===== src/rtl/reg_bank_rw_pkg.sv =====
// Shared CPU definitions: register-file geometry and architectural register indices.
// The write-register selector and the register bank both take these indices from here.
package reg_bank_rw_pkg;

    localparam int unsigned NUM_REGS = 32;
    localparam int unsigned ADDR_W   = 5;

    localparam logic [ADDR_W-1:0] REG_ZERO = 5'd0;
    localparam logic [ADDR_W-1:0] REG_SP   = 5'd29;
    localparam logic [ADDR_W-1:0] REG_RA   = 5'd31;

    // Selector encodings for the write-register source (rt, 29, 31, rd).
    typedef enum logic [1:0] {
        WrSelRt = 2'd0,
        WrSelSp = 2'd1,
        WrSelRa = 2'd2,
        WrSelRd = 2'd3
    } wr_sel_e;

endpackage


===== src/rtl/reg_bank_rw_ab_latch.sv =====
// A/B holding register: captures the packed read data when load is high, otherwise holds.
module ab_latch #(
    parameter int unsigned WIDTH = 64
) (
    input  logic             clk,
    input  logic             reset,
    input  logic             load,
    input  logic [WIDTH-1:0] d,
    output logic [WIDTH-1:0] q
);

    logic [WIDTH-1:0] q_q;
    logic [WIDTH-1:0] q_d;

    always_comb begin
        q_d = q_q;
        if (load) begin
            q_d = d;
        end
    end

    always_ff @(posedge clk) begin
        if (reset) begin
            q_q <= '0;
        end else begin
            q_q <= q_d;
        end
    end

    assign q = q_q;

endmodule


===== src/rtl/reg_bank_rw.sv =====
// 32-entry register bank with two combinational read ports, write-through bypass,
// a sticky write-to-zero error flag and registered A/B copies of the read data.
module reg_bank_rw
    import reg_bank_rw_pkg::*;
#(
    parameter int unsigned        DATA_W   = 32,
    parameter logic [DATA_W-1:0]  SP_RESET = 227,
    parameter logic [DATA_W-1:0]  RA_RESET = 0
) (
    input  logic              clk,
    input  logic              reset,
    input  logic              reg_write,
    input  logic [4:0]        write_reg,
    input  logic [DATA_W-1:0] write_data,
    input  logic [4:0]        read_reg1,
    input  logic [4:0]        read_reg2,
    output logic [DATA_W-1:0] read_data1,
    output logic [DATA_W-1:0] read_data2,
    input  logic              load_ab,
    output logic [DATA_W-1:0] reg_a,
    output logic [DATA_W-1:0] reg_b,
    output logic              wr_zero_err
);

    logic [DATA_W-1:0] regs_q [NUM_REGS];
    logic [DATA_W-1:0] regs_d [NUM_REGS];
    logic              wr_zero_err_q;
    logic              wr_zero_err_d;
    logic              wr_en;
    logic              wr_zero;
    logic [2*DATA_W-1:0] ab_q;

    assign wr_en   = reg_write && (write_reg != REG_ZERO);
    assign wr_zero = reg_write && (write_reg == REG_ZERO);

    always_comb begin
        regs_d        = regs_q;
        wr_zero_err_d = wr_zero_err_q;
        if (wr_en) begin
            regs_d[write_reg] = write_data;
        end
        if (wr_zero) begin
            wr_zero_err_d = 1'b1;
        end
    end

    always_ff @(posedge clk) begin
        if (reset) begin
            for (int i = 0; i < NUM_REGS; i++) begin
                if (5'(i) == REG_SP) begin
                    regs_q[i] <= SP_RESET;
                end else if (5'(i) == REG_RA) begin
                    regs_q[i] <= RA_RESET;
                end else begin
                    regs_q[i] <= '0;
                end
            end
            wr_zero_err_q <= 1'b0;
        end else begin
            regs_q        <= regs_d;
            wr_zero_err_q <= wr_zero_err_d;
        end
    end

    // A write landing on the address being read is forwarded in the same cycle.
    always_comb begin
        if (read_reg1 == REG_ZERO) begin
            read_data1 = '0;
        end else if (wr_en && (write_reg == read_reg1)) begin
            read_data1 = write_data;
        end else begin
            read_data1 = regs_q[read_reg1];
        end
    end

    always_comb begin
        if (read_reg2 == REG_ZERO) begin
            read_data2 = '0;
        end else if (wr_en && (write_reg == read_reg2)) begin
            read_data2 = write_data;
        end else begin
            read_data2 = regs_q[read_reg2];
        end
    end

    ab_latch #(
        .WIDTH (2 * DATA_W)
    ) u_ab_latch (
        .clk   (clk),
        .reset (reset),
        .load  (load_ab),
        .d     ({read_data1, read_data2}),
        .q     (ab_q)
    );

    assign reg_a       = ab_q[2*DATA_W-1:DATA_W];
    assign reg_b       = ab_q[DATA_W-1:0];
    assign wr_zero_err = wr_zero_err_q;

endmodule


===== config.mk =====
export PLATFORM = sky130hd
export DESIGN_NAME = reg_bank_rw
export DESIGN_NICKNAME = d
export VERILOG_FILES = /design/src/rtl/reg_bank_rw_pkg.sv /design/src/rtl/reg_bank_rw_ab_latch.sv /design/src/rtl/reg_bank_rw.sv
export SDC_FILE = /design/constraint.sdc
export NUM_CORES = 2
export LEC_CHECK = 0
export CAP_MARGIN = 30
export CORE_AREA = 3 3 240 478
export CTS_CLUSTER_DIAMETER = 40
export DETAILED_ROUTE_END_ITERATION = 6
export DIE_AREA = 0 0 243 481
export HOLD_SLACK_MARGIN = 0.05
export PLACE_DENSITY_LB_ADDON = 0.15
export RECOVER_POWER = 50
export SYNTH_ARGS = -nofsm -noshare
export SYNTH_HDL_FRONTEND = slang
export SYNTH_HIERARCHICAL = 1
export SYNTH_SLANG_ARGS = --single-unit
export TNS_END_PERCENT = 100

===== constraint.sdc =====
create_clock -name clk -period 5.7 [get_ports clk]
set_clock_uncertainty 0.15 [all_clocks]
set_input_delay 1.71 -clock clk [delete_from_list [all_inputs] [get_ports clk]]
set_output_delay 1.71 -clock clk [all_outputs]
set_load 0.03 [all_outputs]

; Yosys cells after proc, flatten, opt, wreduce, memory -nomap -nowiden
; Cells that the tools add are included.
[word_totals]
ff_bits = 1089
wordCells = 65
output_inout_bits = 129
input_bits = 51
[op_classes]
eq_ne = 2
magnitude_cmp = 4
n_mux = 13
reduce_logical = 9
n_bitwise = 3
[op_table]
columns = op, count
row1 = $bwmux W1024, 1
row2 = $bmux W32 S5, 2
row3 = $mux W32, 9
row4 = $demux W32 S5, 1
row5 = $ge A6 B6 Y1 const B, 3
row6 = $not A5 Y6, 3
row7 = $logic_not A5 Y1, 3
row8 = $eq A5 B5 Y1, 2
row9 = $lt A6 B1 Y1 const B, 1
row10 = $logic_and A1 B1 Y1, 5
row11 = $reduce_bool A5 Y1, 1

; Logic depth before layout (Yosys ltp)
[depth]
depth_word = 6
mapped_depth = 12
ltp_nobuf = 7

; Cells and area by module
; Netlist, hierarchy kept.
[by_module_without_submodules]
columns = module, area_per_inst_um2, seq_area_each_um2, cells_per_inst, instances
row1 = reg_bank_rw, 53286.1, 20519.7, 6163, 1
row2 = ab_latch, 2290.9, 1281.2, 206, 1

; Worst setup path after synthesis
; No wires, ideal clock.
[synth_path]
path_kind = input to output
startpoint = in read_reg1[2]
endpoint = out read_data1[19]
path_buffers = 4
t_arrival_ps = 3711
slack_ps = 129
path_stages = 9
required_ps = 3840
cell_sequence = buf_4 > buf_6 > buf_4 > nand3b_1 > buf_2 > o22ai_1 > a2111oi_1 > nor3_1 > nor3_1
[synth_between]
elab_chain_cells = 6
word_cells_on_any_way = 9
classes_between = 1 x eq/ne / 5 x mux / 1 x bitwise / 2 x reduce/logical
[synth_rtl]
columns = item, line_no
row1 = start: declaration, reg_bank_rw.sv:15  ; input logic [4:0] read_reg1,
row2 = $not A5 Y6 (not written as such), reg_bank_rw.sv:72  ; read_data1 = regs_q[read_reg1];
row3 = $bmux W32 S5, reg_bank_rw.sv:72
row4 = $mux W32 (not written as such) (2 in a row), reg_bank_rw.sv:72
row5 = $mux W32, reg_bank_rw.sv:69  ; end else if (wr_en && (write_reg == read_reg1)) begin
row6 = $mux W32 *, reg_bank_rw.sv:67  ; if (read_reg1 == REG_ZERO) begin
row7 = end: declaration, reg_bank_rw.sv:17  ; output logic [DATA_W-1:0] read_data1,
; Every way passes the cells marked *; elsewhere a longest branch is shown, timed or not. The select of a mux whose other input is x is not followed.

; Worst setup path in the final report
[layout_path]
startpoint = in read_reg2[2]
endpoint = out read_data2[13]
[layout_between]
elab_chain_cells = 6
word_cells_on_any_way = 9
classes_between = 1 x eq/ne / 5 x mux / 1 x bitwise / 2 x reduce/logical
[layout_rtl]
columns = item, line_no
row1 = start: declaration, reg_bank_rw.sv:16  ; input logic [4:0] read_reg2,
row2 = $not A5 Y6 (not written as such), reg_bank_rw.sv:82  ; read_data2 = regs_q[read_reg2];
row3 = $bmux W32 S5, reg_bank_rw.sv:82
row4 = $mux W32 (not written as such) (2 in a row), reg_bank_rw.sv:82
row5 = $mux W32, reg_bank_rw.sv:79  ; end else if (wr_en && (write_reg == read_reg2)) begin
row6 = $mux W32 *, reg_bank_rw.sv:77  ; if (read_reg2 == REG_ZERO) begin
row7 = end: declaration, reg_bank_rw.sv:18  ; output logic [DATA_W-1:0] read_data2,
; Marked as above.

==> results by group <==
Yosys
  • Syn Area/Cell: 8.73 µm²
  • Synth top area cells: dfxtp_1 (39%), mux4_2 (15%), nand2_1 (14%), a21oi_1 (9.4%), mux2i_1 (5.4%)
  • YS warnings: 6
  • Post-synth top flop: dfxtp_1
  • Post-Syn Nets: 6420
  • Count leader, synth: nand2_1
  • Ys async rst share: 0%
  • Share of the synthesized area in the top cell type: 39.2%
  • #FFs+latches synth: 1089
  • Post-synth top area cell: dfxtp_1
  • Post-Syn Area: 55600 µm²
  • Synth Instances: 6369
  • Synth top cells by count: nand2_1 (2061), dfxtp_1 (1089), a21oi_1 (1039), clkbuf_1 (391), mux4_2 (359)
  • Seq/Total Area, Yosys: 39.2%
  • Number of flops mapped to enable cells by yosys: 0
  • Unique masters post-synth: 75

Timing
  • Setup TNS: -384 ps
  • Rel. slew slack: -126%
  • Hold WS: 316 ps
  • Slew Viols, Final: 821
  • Final Cycle Share: 101%
  • Setup ws final: -60.6 ps
  • RSZ-0062 raised after global routing: true
  • Post-layout min period: 5760 ps
  • Final Hold Viols: 0
  • F_max: 174 MHz
  • Worst Max-Slew Pin Slew: 3390 ps
  • Final setup vio count: 20

Layout
  • Synth-to-Final Area Change: 22.2%
  • Fin nets: 6716
  • Layout cell share with drive strength beyond 1: 22.8%
  • Fill cell count: 9628
  • Fin cells: 8258

Floorplan
  • Die Y: 481 µm
  • I/O pins: 180
  • FP Rows: 173
  • Starting Density: 50.0%
  • Core ar.: 111000 µm²
  • Full die area: 117000 µm²
  • DIE WIDTH: 243 µm

Global route
  • Grt total ovfl: 0
  • Largest net degree at the start of global routing: 135
  • Vias in the first global route: 52400
  • GRT Total Usage: 42.3%
  • First-pass GRT wire length: 360 mm
  • Initial antenna violation count: 9

Pwr
  • Pwr Density: 272 nW/µm²
  • Total power after layout: 18.4 mW
  • VDD IR-drop max: 0.255 mV
  • Pleak: 23.9 nW

Worst setup path
  • WP data required: 3840 ps
  • Critical Path Fanout Max: 22
  • Startpoint types: primary input
  • CP Class: in -> out
  • Worst path arrival time: 3900 ps
  • Crit end category: output pin

Placed design
  • Routability cong.: 0.981
  • Port bufs: 179
  • HPWL after DPL: 164 mm
  • Pre-CTS setup slack: -464 ps
  • Dpl cells: 7996

Routing
  • Wirelength, routed: 255 mm
  • M1 wire length: 80.7 mm
  • Drt wl/cell: 30.9 µm
  • Post-DR vias/cell: 6.59
  • Met2 WL: 113 mm
  • Via count: 54500
  • Drt pass-1 iters: 7
  • Max layer used: met5
  • Met3 WL: 29.5 mm
  • DRC marker count from the first detailed-route iteration: 7231
  • DRC viols: 0
  • Antenna Violating Nets Remaining: 0

Outcome
  • Failing checks: capacitance limit, slew limit, setup timing
  • Run status: finished, violations left

Clock network
  • Clock Path Buffers: 3
  • H-Tree Depth: 3
  • Number of buffers created by CTS: 112
  • Clock latency on the worst-skew pair: 780 ps
  • Hold_buf cts: 0
  • CTS tree: yes
  • Clk sink count: 1089
  • Root Driver: clkbuf_16
  • Clock transition at path regs: 60 ps

Hold path
  • Worst Hold Class: reg -> reg

Job
  • Maxcap violations: 16
[through the flow]
step | area [µm²] | utilization [%]
finish | 67900 | 61.0
global route | 67900 | 61.0
CTS | 67500 | 60.7
detailed placement | 62500 | 56.2
global placement | 62500 | 56.1
floorplan | 55600 | -
[layer usage]
layer | global-route usage, % | up-vias
met5 | 0 | -
met4 | 42.3 | 8
met3 | 12.0 | 1546
met2 | 65.6 | 4059
met1 | 45.4 | 26000
li1 | - | 22900
[critical path, cell delays in order]
cell,delay (ps)
buf_8,240
buf_12,250
buf_4,190
mux4_2,290
o22ai_1,200
buf_4,160
nor4_1,40
buf_2,180
buf_4,150
a211o_4,300
buf_12,150
[state kept, by name, indices dropped and copies added (netlist names)]
name / cells
regs_q: 1024
u_ab_latch/q: 64
wr_zero_err: 1
[what timing repair did]
item	in CTS	in global routing
endpoints found under the setup margin	63	56
cloned	9	4
gates resized for setup	148	88
pin swaps	24	37
setup buffers	15	22
[report_power, final]
group          switching [mW]  internal [mW]  total [mW]
registers              0.0523           7.68        7.74
clock network            3.50           4.64        8.14
logic                    1.56           1.00        2.57
total                    5.12           13.3        18.4
[worst paths after layout]
check | from | end | slack, ps | cells past startpoint
worst max-delay path | read_reg2[2] | read_data2[13] | -60 | 11
worst min-delay path | regs_q[304] | regs_q[304] | 320 | 2
worst max register to register | regs_q[649] | u_ab_latch/q[9] | 3240 | 9
worst min register to register | regs_q[304] | regs_q[304] | 320 | 2
[layout by cell type (no fill, tap or decap), drive strengths merged, types with 98 or more instances in the layout]
cell type         n
nand2          2062
dfxtp          1089
a21oi          1039
buf             703
mux4            383
mux2i           300
clkbuf          185
nor2            174
o22ai           104
clkdlybuf4s50    98
[logic make-up after synthesis]
group           synth area share (%)
compound gates                  14.6
buf+inv                         6.48
mux                             22.0
simple gates                    17.5
xor+xnor                       0.158
flops                           39.2
[cell type report]
class                      count  area (µm²)  area share (%)
clock buffer                 147        3150            4.64
antenna                        8        20.0          0.0295
timing repair buffer         849        8950            13.2
tap                         1487        1860            2.74
inverter                       8        32.5          0.0479
clock inverter                65         861            1.27
sequential                  1089       21800            32.1
multi-input combinational   4605       31200            46.0
No activity file was read; power rests on OpenSTA's default activity.
